===== config.mk =====
export PLATFORM = sky130hd
export DESIGN_NAME = mult_accum_flat
export DESIGN_NICKNAME = d
export VERILOG_FILES = /design/src/rtl/mult_accum_pkg.sv /design/src/rtl/mult_accum_if.sv /design/src/rtl/mult_accum_sat_add.sv /design/src/rtl/mult_accum.sv /design/src/flat_wrapper.sv
export SDC_FILE = /design/constraint.sdc
export NUM_CORES = 1
export LEC_CHECK = 0
export BUFFER_PORTS_ARGS = -buffer_cell sky130_fd_sc_hd__buf_4
export CORE_MARGIN = 2
export CORE_UTILIZATION = 38
export DETAILED_ROUTE_END_ITERATION = 16
export PLACE_DENSITY = 0.68
export SYNTH_ARGS = -nofsm -noshare
export SYNTH_HDL_FRONTEND = slang
export SYNTH_SLANG_ARGS = --single-unit

===== constraint.sdc =====
create_clock -name clk -period 4.3 [get_ports clk]
set_input_delay 0 -clock clk [delete_from_list [all_inputs] [get_ports clk]]
set_output_delay 0 -clock clk [all_outputs]
set_load 0.01 [all_outputs]

===== src/rtl/mult_accum_pkg.sv =====
// Shared constants and FSM encoding for the multiply-accumulate reduction block.
package mult_pkg;

  localparam int SIZE_DEF  = 8;
  localparam int ACC_W_DEF = 24;
  localparam int LEN_W_DEF = 8;

  // 2'd3 is unused and steers back to IDLE.
  typedef enum logic [1:0] {
    IDLE  = 2'd0,
    ACCUM = 2'd1,
    DONE  = 2'd2
  } state_t;

endpackage


===== src/rtl/mult_accum_if.sv =====
// Product-in / result-out bus of mult_accum; master drives requests, slave is the accumulator.
interface mult_accum_if
  import mult_pkg::*;
#(
  parameter int SIZE  = SIZE_DEF,
  parameter int ACC_W = ACC_W_DEF,
  parameter int LEN_W = LEN_W_DEF
) ();

  logic               start;
  logic [LEN_W-1:0]   len;
  logic               prod_valid;
  logic [2*SIZE-1:0]  prod;
  logic               prod_ready;
  logic [ACC_W-1:0]   acc_out;
  logic               acc_valid;
  logic               acc_ready;
  logic               ovf;
  logic               busy;

  modport master (
    output start, len, prod_valid, prod, acc_ready,
    input  prod_ready, acc_out, acc_valid, ovf, busy
  );

  modport slave (
    input  start, len, prod_valid, prod, acc_ready,
    output prod_ready, acc_out, acc_valid, ovf, busy
  );

endinterface


===== src/rtl/mult_accum_sat_add.sv =====
// Combinational ACC_W-bit unsigned adder that clamps to all-ones on carry-out.
module sat_add #(
  parameter int ACC_W = 24
) (
  input  logic [ACC_W-1:0] a,
  input  logic [ACC_W-1:0] b,
  output logic [ACC_W-1:0] sum,
  output logic             ovf
);

  function automatic logic [ACC_W:0] sat(input logic [ACC_W:0] full);
    if (full[ACC_W])
      return {1'b1, {ACC_W{1'b1}}};
    return full;
  endfunction

  logic [ACC_W:0] full;

  assign full       = {1'b0, a} + {1'b0, b};
  assign {ovf, sum} = sat(full);

endmodule


===== src/rtl/mult_accum.sv =====
// Accumulates a programmed count of multiplier products into a saturating sum and
// hands the result out over a valid/ready handshake.
module mult_accum
  import mult_pkg::*;
#(
  parameter int SIZE  = SIZE_DEF,
  parameter int ACC_W = ACC_W_DEF,
  parameter int LEN_W = LEN_W_DEF
) (
  input logic         clk,
  input logic         rst,
  mult_accum_if.slave bus
);

  localparam int PROD_W = 2 * SIZE;

  state_t           state, state_nxt;
  logic [ACC_W-1:0] acc, acc_nxt;
  logic [LEN_W-1:0] remaining, remaining_nxt;
  logic             ovf, ovf_nxt;

  logic [PROD_W-1:0] prod_w;
  logic [ACC_W-1:0]  sum;
  logic              sum_ovf;

  assign prod_w = bus.prod;

  sat_add #(.ACC_W(ACC_W)) u_sat_add (
    .a   (acc),
    .b   (ACC_W'(prod_w)),
    .sum (sum),
    .ovf (sum_ovf)
  );

  // State register; rst is active-low and discards any partial sum.
  always_ff @(posedge clk) begin
    if (!rst) begin
      state     <= IDLE;
      acc       <= '0;
      remaining <= '0;
      ovf       <= 1'b0;
    end else begin
      state     <= state_nxt;
      acc       <= acc_nxt;
      remaining <= remaining_nxt;
      ovf       <= ovf_nxt;
    end
  end

  always_comb begin
    state_nxt     = state;
    acc_nxt       = acc;
    remaining_nxt = remaining;
    ovf_nxt       = ovf;
    case (state)
      IDLE: begin
        if (bus.start) begin
          acc_nxt       = '0;
          ovf_nxt       = 1'b0;
          remaining_nxt = bus.len;
          state_nxt     = (bus.len != '0) ? ACCUM : DONE;
        end
      end
      ACCUM: begin
        if (bus.prod_valid) begin
          acc_nxt       = sum;
          ovf_nxt       = ovf | sum_ovf;
          remaining_nxt = remaining - LEN_W'(1);
          if (remaining == LEN_W'(1))
            state_nxt = DONE;
        end
      end
      DONE: begin
        if (bus.acc_ready)
          state_nxt = IDLE;
      end
      default: state_nxt = IDLE;
    endcase
  end

  // Outputs come straight from registers, so no input reaches an output combinationally.
  assign bus.prod_ready = (state == ACCUM);
  assign bus.acc_valid  = (state == DONE);
  assign bus.busy       = (state != IDLE);
  assign bus.acc_out    = acc;
  assign bus.ovf        = ovf;

endmodule


===== src/flat_wrapper.sv =====
// flat-port wrapper written by rule: the top's interface ports become plain ports
module mult_accum_flat import mult_pkg::*;
#(
  parameter int SIZE  = SIZE_DEF,
  parameter int ACC_W = ACC_W_DEF,
  parameter int LEN_W = LEN_W_DEF
)
  (clk, rst, bus_start, bus_len, bus_prod_valid, bus_prod, bus_acc_ready, bus_prod_ready, bus_acc_out, bus_acc_valid, bus_ovf, bus_busy);
  mult_accum_if #(.SIZE(SIZE), .ACC_W(ACC_W), .LEN_W(LEN_W)) bus_i ();
  input logic clk;
  input logic rst;
  input wire logic [$bits(bus_i.start)-1:0] bus_start;
  input wire logic [$bits(bus_i.len)-1:0] bus_len;
  input wire logic [$bits(bus_i.prod_valid)-1:0] bus_prod_valid;
  input wire logic [$bits(bus_i.prod)-1:0] bus_prod;
  input wire logic [$bits(bus_i.acc_ready)-1:0] bus_acc_ready;
  output wire logic [$bits(bus_i.prod_ready)-1:0] bus_prod_ready;
  output wire logic [$bits(bus_i.acc_out)-1:0] bus_acc_out;
  output wire logic [$bits(bus_i.acc_valid)-1:0] bus_acc_valid;
  output wire logic [$bits(bus_i.ovf)-1:0] bus_ovf;
  output wire logic [$bits(bus_i.busy)-1:0] bus_busy;
  assign bus_i.start = bus_start;
  assign bus_i.len = bus_len;
  assign bus_i.prod_valid = bus_prod_valid;
  assign bus_i.prod = bus_prod;
  assign bus_i.acc_ready = bus_acc_ready;
  assign bus_prod_ready = bus_i.prod_ready;
  assign bus_acc_out = bus_i.acc_out;
  assign bus_acc_valid = bus_i.acc_valid;
  assign bus_ovf = bus_i.ovf;
  assign bus_busy = bus_i.busy;
  mult_accum #(.SIZE(SIZE), .ACC_W(ACC_W), .LEN_W(LEN_W)) u_core (.clk(clk), .rst(rst), .bus(bus_i));
endmodule

# Word level (Yosys, flattened, before mapping)
# Cells that the tools add are included.
totals:
  in_bits: 29
  register_bits: 35
  elab_cells: 38
  out_inout_bits: 28
classes:
  mux: 18
  bitwise: 1
  n_eq_ne: 7
  n_reduce_logical: 6
  addsub: 2
ops:
  columns: ["operator", "n"]
  rows:
  - ["$mux 25", 2]
  - ["$mux 24", 2]
  - ["$pmux 24 s2", 1]
  - ["$add 24x16->25", 1]
  - ["$mux 8", 2]
  - ["$pmux 8 s2", 1]
  - ["$mux 2", 5]
  - ["$eq 8x1->1 const B", 1]
  - ["$reduce_bool 8->1", 1]
  - ["$sub 8x1->8 const B", 1]
  - ["$ne 2x2->1 const B", 3]
  - ["$pmux 2 s3", 1]
  - ["$reduce_and 4->1", 1]
  - ["$reduce_bool 2->1", 2]
  - ["$mux 1", 3]
  - ["$reduce_and 3->1", 1]
  - ["$eq 2x1->1 const B", 1]
  - ["$eq 2x2->1 const B", 1]
  - ["$logic_not 2->1", 1]
  - ["$ne 2x1->1 const B", 1]
  - ["$pmux 1 s2", 1]
  - ["$or 1x1->1", 1]

# Depth between registers and ports, before layout
logic_depth:
  ltp_word: 6
  mapped_depth: 9
  mapped_depth_nobuf: 8

# By module
# From an unflattened synthesis, not the netlist that was laid out.
unflattened:
  cells_unflattened: 400
  hier_area_um2: 3166.8
by_module_without_submodules:
  columns: ["module", "area_each_um2", "n_inst", "cells_per_inst", "seq_area_each_um2"]
  rows:
  - ["mult_accum", 1635.3, 1, 176, 700.7]
  - ["sat_add", 1531.5, 1, 224, 0.0]

# Worst setup path before layout
# OpenSTA, ideal clock, no wires.
synth_timing:
  path_type: "flip-flop to flip-flop"
  startpoint: "register u_core.acc[11] (netlist: u_core.bus.acc_out[11])"
  endpoint: "register u_core.acc[23] (netlist: u_core.bus.acc_out[23])"
  t_arrival_ps: 2113
  path_buffers: 1
  required_time_ps: 4237
  setup_ps: 63
  path_stages_with_launch: 9
  slack_ps: 2123
  period_less_slack_ps: 2177
  path_cell_list: "dfxtp_1 > ha_1 > buf_2 > o21a_1 > or2_2 > a32o_1 > nor3_1 > mux2_2 > nand3_1"
synth_between:
  elab_chain_cells: 5
synth_rtl:
  columns: ["item", "line", "text"]
  rows:
  - ["start, declared", "mult_accum.sv:18", "logic [ACC_W-1:0] acc, acc_nxt;"]
  - ["start signal, assigned", "mult_accum.sv:44", "acc <= acc_nxt;"]
  - ["$add 24x16->25 (*)", "mult_accum_sat_add.sv:19", "assign full = {1'b0, a} + {1'b0, b};"]
  - ["$mux 1", "mult_accum_sat_add.sv:12", "if (full[ACC_W])"]
  - ["$mux 25 (*)", "mult_accum_sat_add.sv:14", "return full;"]
  - ["$mux 24 (*)", "mult_accum.sv:65", "if (bus.prod_valid) begin"]
  - ["$pmux 24 s2 (*)", "mult_accum.sv:55", "case (state)"]
# Mark *: on every way between the ends. The rest lies on a longest branch, timed or not. The select of a mux whose other input is x is not followed.
# A chain may end at the register's enable or synchronous reset.

# Worst setup path in the final report
layout_timing:
  startpoint: "register u_core.acc[0] (netlist: u_core.bus.acc_out[0])"
  endpoint: "register u_core.acc[13] (netlist: u_core.bus.acc_out[13])"
# The elaborated chain is that of the path after synthesis.

==> summary.md <==
| Metric | Value |
|---|---|
| Global-route wire length before repair | 11800 um |
| Critical path class | register to register |
| Core area | 6680 um2 |
| Sink Count | 35 |
| Sequential power share | 39.1% |
| Met1 Usage GRT | 24.5% |
| CTS Buf Count | 5 |
| Top cell type's share of synthesized area | 27.1% |
| Met2 Use GR | around a third |
| CTS resizes | 0 |
| Die Y | 86.5 um |
| Max Cap Viol | 0 |
| CP max FO | 18 |
| P_leak | approximately 1.4 nW |
| Sw Share | between 30% and 40% |
| Share of post-route cells with drive strength above 1 | 20.5% |
| Post-CTS Setup Bufs | 0 |
| Die X | 86.5 um |
| ANT cells | 0 |
| F_max | 373 MHz |
| Worst min-delay path class | input port to register |
| Total power | 0.944 mW |
| Layout fillers | about 700 |
| Non-Filler Instances | 470 |
| GPL Wtd Cong | 0.877 |
| Critical Path AT | 2890 ps |
| #FFs+latches synth | 35 |
| Place WS | 1640 ps |
| Most common cell after layout, fill and taps aside | buf_4 |
| Hold Violations, Final | 0 |
| Period utilisation layout | 62.3% |
| HPWL Detailed | 5270 um |
| Final WS setup | 1620 ps |
| Post-Syn Nets | 381 |
| Critical Path RT | about 4500 ps |
| Ports | 57 |
| Design Area, Final | 3190 um2 |
| Gr busiest metal | met2 |
| Hold buffers post-CTS | 3 |
| Syn Std Cell Area | about 2600 um2 |
| RSZ-0062 raised after global routing | false |
| Switch Pwr | 0.321 mW |
| Register area share after synthesis | 27.1% |
| Minimum clock period | 2680 ps |
| Fin util | a little under half |
| Largest net degree at the start of global routing | 20 |
| Logic pwr share | 32.3% |
| CTS H-tree depth | 2 |
| Clock-pin slew on the worst setup and hold paths | 70 ps |
| Die Area | 7480 um2 |
| Power per cell area | 296 nW/um2 |
| Dpl cell area | around 3100 um2 |
| FFs w/ async S/R, synth | 0% |
| Distinct cell type count after synthesis | 59 |
| GRT Overall Usage | 19.5% |
| Endpoints failing setup | 0 |
| Initial antenna violation count | 0 |
| Slew headroom | a little under two fifths |
| GRT overflow | 0 |
| Vias per cell | approximately 5.7 |
| Yosys warnings | 0 |
| Pre-antenna DRT Iters | 4 |
| Most frequent cells in the layout | buf_4, nand2_1, dfxtp_1 |
| Total number of vias | 2692 |
| Setup crit end kind | register |
| Clk buf depth | 2 |
| Crit path launch type | register |
| Starting Density | 38.7% |
| Max-slew violations | 0 |
| Area grow syn2layout | 23.6% |
| Final nets | 437 |
| Clock tree root buffer cell | clkbuf_8 |
| Primary FF master, synth | dfxtp_1 |
| Sum Neg Setup Slack | 0 ps |
| Clock network power share | 28.6% |
| CTS tree | built |
| Rows | 30 |
| Cell Int Power | between 0.6 and 0.7 mW |
| Peak supply drop | 132 uV |
| Detailed Route Iter0 Violations | 148 |
| Number of global-route vias before repair | around 2600 |
| Syn Area/Cell | a little under 8 um2 |
| Routed Antenna Nets | 0 |
| Hold WS | around 60 ps |
| Grt met3 use | 4.19% |
| Dpl cells | approximately 460 |
| DRC viols | 0 |
| Post-synth top area cell | dfxtp_1 |
| Clk_skew | 5.22 ps |
| Port Buffer Count | 56 |
| Status | finished, final reports clean |
| Number of flops mapped to enable cells by yosys | 0 |
| Cells after synthesis | 333 |
| Worst-Margin Slew | 927 ps |
| Synth top area cells | dfxtp_1, ha_1, nand2_1, a21oi_1, o21ai_0 |
| Total Routed Length | roughly 7000 um |
| Average wire per standard cell | 15.0 um |
| Worst skew pair latency | 290 ps |
-- logic make-up after synthesis --
family / synth area share, %
DFF: 27.1
buffers and inverters: 3.34
muxes: 1.98
and+or+nand+nor: 22.8
adders and majority gates: 9.49
xor gates and xnor gates: 2.71
AOI/OAI and AO/OA: 32.5
-- flip-flops by register name (all words and copies together) (netlist names) --
name,cells
u_core.bus.acc_out,24
u_core.remaining,8
u_core.state,2
u_core.bus.ovf,1
-- power by group through the flow --
stage	combinational (mW)	sequential, mW	clock (mW)
5_1_grt	0.343	0.373	0.293
3_5_place_dp	0.300	0.376	0
2_1_floorplan	0.208	0.375	0
4_1_cts	0.304	0.369	0.279
6_report	0.305	0.369	0.270
3_3_place_gp	0.296	0.375	0
-- final cells by class --
cell class	instances	area, um2	share of cell area [%]
Tap cell	80	100	3.13
Multi-Input combinational cell	278	1800	56.3
Timing Repair Buffer	61	465	14.6
Clock buffer	8	100	3.13
Inverter	8	30.0	0.940
Sequential cell	35	701	21.9
-- worst max-delay path: stages, from the launching register on --
cell and delay [ps]:
dfxtp_1 360, ha_1 230, fa_1 220, nand3_1 150
a211o_1 300, and3b_4 210, a211oi_4 670, nand2_1 290
o211ai_1 150
-- layer usage --
| metal | vias up | wire, um | part of all wire [%] |
|---|---|---|---|
| met2 | 75 | 3380 | 48 |
| met1 | 1244 | 3120 | 44 |
| met3 | 11 | 398 | 5.7 |
| li1 | 1362 | - | - |
| met5 | - | 0 | 0 |
| met4 | 0 | 125 | 1.8 |
-- Yosys cell counts (all sizes together), types with 5 or more instances --
library cell  instances
nand2                50
dfxtp                35
a21oi                33
o21ai                30
nor2                 20
ha                   18
a211oi               11
nand3                10
nor3                  9
clkbuf                8
inv                   8
a21o                  7
nand4                 7
o211ai                6
or3                   6
o21a                  5
o21bai                5
-- final timing paths --
check	from	to	slack [ps]	cells after the start
min	bus_len[7]	u_core.remaining[7]	60	3
min reg2reg	u_core.bus.acc_out[10]	u_core.bus.acc_out[10]	460	2
max	u_core.bus.acc_out[0]	u_core.bus.acc_out[13]	1620	8
max reg2reg	u_core.bus.acc_out[0]	u_core.bus.acc_out[13]	1620	8
Note: power is estimated with default switching activity, not from simulation.
